$ cat src/rtl/fnd_scan_controller.sv
// Multiplexed common-anode 7-segment scan controller: round-robin digit scan with
// PWM dimming, frame-synchronous input snapshot, blink and leading-zero suppression.
module fnd_scan_controller #(
  parameter int unsigned NUM_DIGITS   = 4,
  parameter int unsigned SUB_DIV      = 6250,
  parameter int unsigned BLINK_FRAMES = 125,
  parameter int unsigned HEX_EN       = 1
) (
  input  logic                    clk,
  input  logic                    reset_n,
  input  logic [4*NUM_DIGITS-1:0] digit_in,
  input  logic [NUM_DIGITS-1:0]   dp_in,
  input  logic [NUM_DIGITS-1:0]   blink_en,
  input  logic [NUM_DIGITS-1:0]   blank_in,
  input  logic                    lz_en,
  input  logic [3:0]              brightness,
  output logic [NUM_DIGITS-1:0]   fnd_digit,
  output logic [7:0]              fnd_data,
  output logic                    frame_start
);

  localparam int unsigned IDX_W = (NUM_DIGITS > 1) ? $clog2(NUM_DIGITS) : 1;
  localparam int unsigned SUB_W = (SUB_DIV > 1) ? $clog2(SUB_DIV) : 1;
  localparam int unsigned BLK_W = (BLINK_FRAMES > 1) ? $clog2(BLINK_FRAMES) : 1;

  logic [SUB_W-1:0]        sub_cnt_q, sub_cnt_d;
  logic [3:0]              phase_q, phase_d;
  logic [IDX_W-1:0]        idx_q, idx_d;
  logic [BLK_W-1:0]        blink_cnt_q, blink_cnt_d;
  logic                    blink_phase_q, blink_phase_d;
  logic                    init_q;
  logic [4*NUM_DIGITS-1:0] digit_q;
  logic [NUM_DIGITS-1:0]   dp_q, blink_q, blank_q;
  logic                    lz_q;
  logic [NUM_DIGITS-1:0]   fnd_digit_q, fnd_digit_d;
  logic [7:0]              fnd_data_q, fnd_data_d;
  logic                    frame_start_q;

  logic                    sub_tick, slot_end, frame_wrap, load;
  logic [NUM_DIGITS-1:0]   lzs, onehot;
  logic                    zero_run;
  logic [3:0]              sel_code;
  logic                    sel_dp, sel_blink, sel_blank, sel_lzs, slot_on;

  function automatic logic [6:0] seg7(input logic [3:0] code);
    logic [6:0] s;
    case (code)
      4'h0:    s = 7'h40;
      4'h1:    s = 7'h79;
      4'h2:    s = 7'h24;
      4'h3:    s = 7'h30;
      4'h4:    s = 7'h19;
      4'h5:    s = 7'h12;
      4'h6:    s = 7'h02;
      4'h7:    s = 7'h78;
      4'h8:    s = 7'h00;
      4'h9:    s = 7'h10;
      4'hA:    s = 7'h08;
      4'hB:    s = 7'h03;
      4'hC:    s = 7'h46;
      4'hD:    s = 7'h21;
      4'hE:    s = 7'h06;
      default: s = 7'h0E;
    endcase
    if (HEX_EN == 0 && code > 4'h9) s = 7'h7F;
    return s;
  endfunction

  always_comb begin
    sub_tick      = (sub_cnt_q == SUB_W'(SUB_DIV - 1));
    slot_end      = sub_tick && (phase_q == 4'hF);
    frame_wrap    = slot_end && (idx_q == IDX_W'(NUM_DIGITS - 1));
    load          = init_q || frame_wrap;

    sub_cnt_d     = sub_tick ? '0 : sub_cnt_q + SUB_W'(1);
    phase_d       = sub_tick ? phase_q + 4'd1 : phase_q;
    idx_d         = idx_q;
    if (slot_end) idx_d = frame_wrap ? '0 : idx_q + IDX_W'(1);

    blink_cnt_d   = blink_cnt_q;
    blink_phase_d = blink_phase_q;
    if (load) begin
      if (blink_cnt_q == BLK_W'(BLINK_FRAMES - 1)) begin
        blink_cnt_d   = '0;
        blink_phase_d = ~blink_phase_q;
      end else begin
        blink_cnt_d   = blink_cnt_q + BLK_W'(1);
      end
    end
  end

  // Walk from the most significant digit down; suppression stops at the first
  // non-zero code or lit decimal point. Digit 0 always shows.
  always_comb begin
    lzs      = '0;
    zero_run = lz_q;
    for (int unsigned k = 0; k < NUM_DIGITS - 1; k++) begin
      zero_run = zero_run && (digit_q[4*(NUM_DIGITS-1-k) +: 4] == 4'h0)
                          && !dp_q[NUM_DIGITS-1-k];
      lzs[NUM_DIGITS-1-k] = zero_run;
    end
  end

  always_comb begin
    onehot    = '0;
    sel_code  = '0;
    sel_dp    = 1'b0;
    sel_blink = 1'b0;
    sel_blank = 1'b0;
    sel_lzs   = 1'b0;
    for (int unsigned i = 0; i < NUM_DIGITS; i++) begin
      if (idx_q == IDX_W'(i)) begin
        onehot[i] = 1'b1;
        sel_code  = digit_q[4*i +: 4];
        sel_dp    = dp_q[i];
        sel_blink = blink_q[i];
        sel_blank = blank_q[i];
        sel_lzs   = lzs[i];
      end
    end
    slot_on     = !sel_blank && !(sel_blink && blink_phase_q) && !sel_lzs &&
                  (phase_q <= brightness) && (phase_q != 4'hF);
    fnd_digit_d = slot_on ? ~onehot : '1;
    fnd_data_d  = slot_on ? {~sel_dp, seg7(sel_code)} : 8'hFF;
  end

  always_ff @(posedge clk or negedge reset_n) begin
    if (!reset_n) begin
      sub_cnt_q     <= '0;
      phase_q       <= '0;
      idx_q         <= '0;
      blink_cnt_q   <= '0;
      blink_phase_q <= 1'b0;
      init_q        <= 1'b1;
      digit_q       <= '0;
      dp_q          <= '0;
      blink_q       <= '0;
      blank_q       <= '0;
      lz_q          <= 1'b0;
      fnd_digit_q   <= '1;
      fnd_data_q    <= 8'hFF;
      frame_start_q <= 1'b0;
    end else begin
      sub_cnt_q     <= sub_cnt_d;
      phase_q       <= phase_d;
      idx_q         <= idx_d;
      blink_cnt_q   <= blink_cnt_d;
      blink_phase_q <= blink_phase_d;
      init_q        <= 1'b0;
      if (load) begin
        digit_q <= digit_in;
        dp_q    <= dp_in;
        blink_q <= blink_en;
        blank_q <= blank_in;
        lz_q    <= lz_en;
      end
      fnd_digit_q   <= fnd_digit_d;
      fnd_data_q    <= fnd_data_d;
      frame_start_q <= load;
    end
  end

  assign fnd_digit   = fnd_digit_q;
  assign fnd_data    = fnd_data_q;
  assign frame_start = frame_start_q;

endmodule

$ cat config.mk
export PLATFORM = sky130hd
export DESIGN_NAME = fnd_scan_controller
export DESIGN_NICKNAME = d
export VERILOG_FILES = /design/src/rtl/fnd_scan_controller.sv
export SDC_FILE = /design/constraint.sdc
export NUM_CORES = 1
export LEC_CHECK = 0
export ABC_AREA = 0
export BUFFER_PORTS_ARGS = -buffer_cell sky130_fd_sc_hd__buf_2
export CAP_MARGIN = 20
export CORE_ASPECT_RATIO = 0.6
export CORE_MARGIN = 10
export CORE_UTILIZATION = 29
export CTS_CLUSTER_DIAMETER = 40
export DETAILED_ROUTE_END_ITERATION = 10
export GPL_TIMING_DRIVEN = 0
export HOLD_SLACK_MARGIN = 0.03
export PLACE_DENSITY = 0.43
export REMOVE_ABC_BUFFERS = 1
export SETUP_SLACK_MARGIN = 0.15
export SYNTH_ARGS = -nofsm -noshare
export SYNTH_HDL_FRONTEND = slang
export SYNTH_SLANG_ARGS = --single-unit
$ cat constraint.sdc
create_clock -name clk -period 2.95 [get_ports clk]
set_input_delay 0.885 -clock clk [delete_from_list [all_inputs] [get_ports clk]]
set_output_delay 0.885 -clock clk [all_outputs]
set_load 0.02 [all_outputs]
Yosys cells after proc, flatten, opt, wreduce, memory -nomap -nowiden
Memories as Yosys holds them, arrays and structs flattened.
Cells that the tools add are included.
Word-level totals
  memories kept: 1
  memory bits (read-only): 112
  register bits after elaboration: 70
  input bits: 35
  output and inout port bits: 13
  word-level logic and storage cells: 83
Cells by class
  mux-type cells: 28
  magnitude comparators: 1
  reductions and logical operators: 25
  add/subtract/negate cells: 4
  bitwise operators: 3
  equal/unequal tests: 7
Memories
  (name not given): depth 16, width 7, rd ports 1, clocked after Yosys merged registers in 0, wr ports 0, RTL line 47  | case (code)
Operators by type and width (count)
  4-bit two-way mux: 5
  1-bit two-way mux: 19
  13-bit by 1-bit adder with 13-bit output (second input constant): 1
  13-bit == test (second input constant): 1
  1-bit logical AND: 13
  13-bit two-way mux: 1
  4-bit logical NOT: 3
  8-bit two-way mux: 1
  7-bit by 1-bit adder with 7-bit output (second input constant): 1
  7-bit == test (second input constant): 1
  7-bit two-way mux: 1
  1-bit logical NOT: 6
  4-bit by 1-bit adder with 4-bit output (second input constant): 1
  2-bit == test (second input constant): 2
  4-bit == test (second input constant): 1
  4-bit less-or-equal comparator: 1
  4-bit != test (second input constant): 1
  4-bit inverter: 1
  2-bit by 1-bit adder with 2-bit output (second input constant): 1
  2-bit by 1-bit == test with 1-bit output (second input constant): 1
  2-bit logical NOT: 1
  2-bit two-way mux: 1
  1-bit inverter: 2
  2-bit AND reduction: 1
  1-bit logical OR: 1

Depth between registers and ports, before layout
  depth after elaboration: 15
  depth in mapped cells: 11
  gate-level depth less buffers: 10

Least setup slack after synthesis
Ideal clock, no wire load.
  path kind: register -> register
  start point: register idx_q[0]
  end point: register fnd_data_q[1] (netlist: fnd_data[1])
  buffers on the path: 2
  arrival time: 2.368 ns
  clock period less this slack: 2.479 ns
  required time: 2.839 ns
  setup time: 0.111 ns
  path slack: 0.471 ns
  stages on the path, launching flop included: 11
  cell sequence: dfrtp_1 -> ha_1 -> clkbuf_1 -> clkbuf_1 -> nor2_1 -> a221oi_1 -> inv_1 -> ha_1 -> nor2_1 -> a211o_1 -> o311ai_0
On the way
  word-level cells in the longest chain between the ends: 12
  elaborated cells between the ends (all ways): 29
  classes of those cells: eq/ne: 3; mux: 16; reduce/logical: 9; memory: 1
RTL lines
  start: declaration: RTL line 28  | logic [IDX_W-1:0] idx_q, idx_d;
  start signal: assignment: RTL line 146  | idx_q <= idx_d;
  parallel branches: the longest is 11 deep, another holds memory read 16 x 7 bit
  8-bit two-way mux (*): RTL line 124  | fnd_data_d = slot_on ? {~sel_dp, seg7(sel_code)} : 8'hFF;
  via fnd_data_d[1]: RTL line 36  | logic [7:0] fnd_data_q, fnd_data_d;
  end signal: assignment: RTL line 158  | fnd_data_q <= fnd_data_d;
  end: declaration: RTL line 36
Mark *: on every way through the listed nets, which the timed path passes.
A chain may end at the register's enable or synchronous reset.

Final worst setup path
Ends and elaborated chain as after synthesis.

==> impl_metrics.json <==
{
  "max_freq_mhz": 377,
  "cts_buffers": 9,
  "ios": 48,
  "grtUsageTotal_pct": 10.1,
  "die_w_um": 161,
  "post-place-ws_ns": -0.469,
  "ys_types": 53,
  "drc": 0,
  "cp_data_arrival_time_ns": 2.86,
  "wl_per_cell_um": 14.3,
  "drv_cap": 0,
  "root_buffer": "clkbuf_16",
  "cp.required_ns": 3.16,
  "path_max_fanout": 5,
  "powerDensity_nw_per_um2": 608,
  "cp_slowest_cell": "dfrtp_1",
  "final_common_cell": "nand2_1",
  "ys_top_cells_by_area": "dfrtp_1, nand2_1, dfstp_2",
  "postSynth.asyncResetShare_pct": 100,
  "worstMarginPinSlew_ns": 0.753,
  "area_growth_pct": 22.9,
  "multi_input_area_um2": 1600,
  "path_cells": "inv_1, ha_1, nor2b_1, a22oi_1, a221oi_4, inv_1, ha_1, nor2_1, a211o_1, o311ai_0",
  "hold_viol": 0,
  "post-route-period-util_pct": 89.8,
  "p_total_mw": 2.59,
  "start_kind": "flop",
  "dieArea_um2": 16800,
  "ff2ff_path_depth": 10,
  "first_pass_iters": 4,
  "antenna_found_initial": 0,
  "nNetsFinal": 463,
  "drt_iter0_markers": 92,
  "clk_pin_slew_worst_paths_ns": 0.06,
  "yosysSeqAreaShare_pct": 51.1,
  "viasPerCell": 4.52,
  "worst-path-buf-inv": 2,
  "diodes": 0,
  "hold_ws_ns": 0.387,
  "dieHeight_um": 105,
  "maxSlewHeadroom_pct": 49.5,
  "rsz0062_at_grt": "yes",
  "gp_congestion": 0.732,
  "regArea_um2": 1770,
  "portBuffers": 47,
  "p_leak_nw": 2.01,
  "cp-end-kind": "flop",
  "coreArea_um2": 11500,
  "clock_sinks": 70,
  "wirelength_um": 8220,
  "hp-class": "input pin to asynchronous set/reset pin",
  "timing.rr.end": "fnd_data[1]$_DFF_PN1_",
  "grt_max_degree": 62,
  "dr_total_vias": 2597,
  "final_cell_count_no_fill": 574,
  "clock_skew_ns": 0.00682,
  "start_util_pct": 30.1,
  "clock_latency_ns": 0.33,
  "overflow": 0,
  "drv_slew": 0,
  "status": "completed",
  "layout_common_cells": "nand2_1, dfrtp_1, buf_2, inv_1, ha_1",
  "cts.htree.levels": 3,
  "avgSynthCellArea_um2": 9.59,
  "yosys.area.top_type": "dfrtp_1",
  "yosysWarnings": 0,
  "ys_seq_elements": 70,
  "fill_cells": 1203,
  "dp.cells": 557,
  "dp_hpwl_um": 6090,
  "drtAntennaViolNets": 0,
  "r2r-start": "idx_q[0]$_DFFE_PN0P_",
  "vdd_drop_max_uv": 296,
  "critPathTopFamily": "compound AO/OA/AOI/OAI gates",
  "synth-edff-count": 0,
  "synthesis.area_um2": 3460,
  "cts_tree": "built",
  "drive_above_1_share_pct": 22.2,
  "crit_type": "flop to flop",
  "r2r_slack_ns": 0.30,
  "grt_pass1_vias": 2679,
  "period_needed_ns": 2.65,
  "rows": 30,
  "fin_ws_ns": 0.300,
  "slowest_delay_ns": 0.40,
  "netlist_instances": 361,
  "synth_flop_cell": "dfrtp_1",
  "grt_pass1_wl_um": 13900,
  "cts_buffer_depth": 2,
  "setup_viol": 0,
  "yosys.area.top_type_share_pct": 41.2
}
[area by class of cell]
| type | count | area share (%) |
|---|---|---|
| Tap cell | 160 | 4.71 |
| Inverter | 18 | 1.65 |
| Sequential cell | 70 | 41.6 |
| Multi-Input combinational cell | 259 | 37.5 |
| Clock inverter | 7 | 2.09 |
| Clock buffer | 9 | 5.29 |
| Timing Repair Buffer | 51 | 7.18 |
[cells in the mapped netlist, drive strengths merged (2+ instances only)]
master / number
a41oi: 2
inv: 18
dfstp: 13
or4b: 2
ha: 19
o211ai: 2
a211o: 3
xor2: 6
nand3: 12
o31ai: 4
buf: 5
nand4: 3
and2: 2
a32o: 2
nor4: 2
xnor2: 8
a21oi: 11
a221oi: 3
nand3b: 2
clkbuf: 9
nor3: 4
a22oi: 2
nand2: 105
nor2: 15
o311ai: 2
dfrtp: 57
a31oi: 2
nor2b: 4
o221ai: 2
o21ai: 12
nor3b: 3
a211oi: 8
or3: 3
and3: 2
a21o: 2
[state kept, by name, indices dropped and copies added (netlist names)]
name,flops
sub_cnt_q,13
fnd_data,8
phase_q,4
frame_start,1
init_q,1
blink_q,4
lz_q,1
idx_q,2
blank_q,4
blink_phase_q,1
digit_q,16
dp_q,4
fnd_digit,4
blink_cnt_q,7
[worst max path at each step]
stage                                start                    endpoint  slack, ns  cells past startpoint
finish                idx_q[0]$_DFFE_PN0P_       fnd_data[1]$_DFF_PN1_       0.30                     10
floorplan           sub_cnt_q[8]$_DFF_PN0_  blink_cnt_q[5]$_DFFE_PN0P_      -0.25                      6
global placement    sub_cnt_q[8]$_DFF_PN0_  blink_cnt_q[5]$_DFFE_PN0P_      -1.15                      6
CTS                   idx_q[0]$_DFFE_PN0P_       fnd_data[1]$_DFF_PN1_       0.18                     10
detailed placement  sub_cnt_q[8]$_DFF_PN0_  blink_cnt_q[5]$_DFFE_PN0P_      -0.47                      7
global route          idx_q[0]$_DFFE_PN0P_       fnd_data[1]$_DFF_PN1_       0.12                     10
[per-stage QoR]
| step | TNS (ns) | cell area (µm²) | util [%] |
|---|---|---|---|
| after global placement | -38.16 | 3830 | 33.3 |
| after detailed placement | -9.86 | 3900 | 34.0 |
| after CTS | 0 | 4230 | 36.9 |
| final | 0 | 4250 | 37.0 |
| after floorplan | -1.32 | 3390 | - |
| after global routing | 0 | 4250 | 37.0 |
[power by group]
group | leakage (nW) | internal (mW) | total [mW] | switching (mW)
Sequential | 0.852 | 1.06 | 1.14 | 0.0774
Clock | 0.149 | 0.733 | 1.13 | 0.394
Combinational | 1.01 | 0.132 | 0.320 | 0.188
[cells by family after synthesis]
logic type               share of synthesized area [%]
XOR/XNOR                                          3.54
adder cells (fa/ha/maj)                           6.87
AO/OA/AOI/OAI                                     12.3
other                                            0.108
AND/OR/NAND/NOR                                   21.6
buffers and inverters                             3.90
flip-flops                                        51.1
multiplexers                                     0.615
[repair_timing]
item,4_1_cts,5_1_grt
hold buffers,0,0
buffers inserted,1,0
pin swaps,1,0
gates resized for setup,2,4
setup endpoints to repair,39,6
[per-layer routing]
layer	global-route usage, %	wire [µm]	up-vias
met5	0	0	-
li1	-	-	1326
met2	13.0	3080	41
met4	3.10	89	0
met3	3.64	411	7
met1	14.9	4640	1223
No activity file was read; power rests on OpenSTA's default activity.
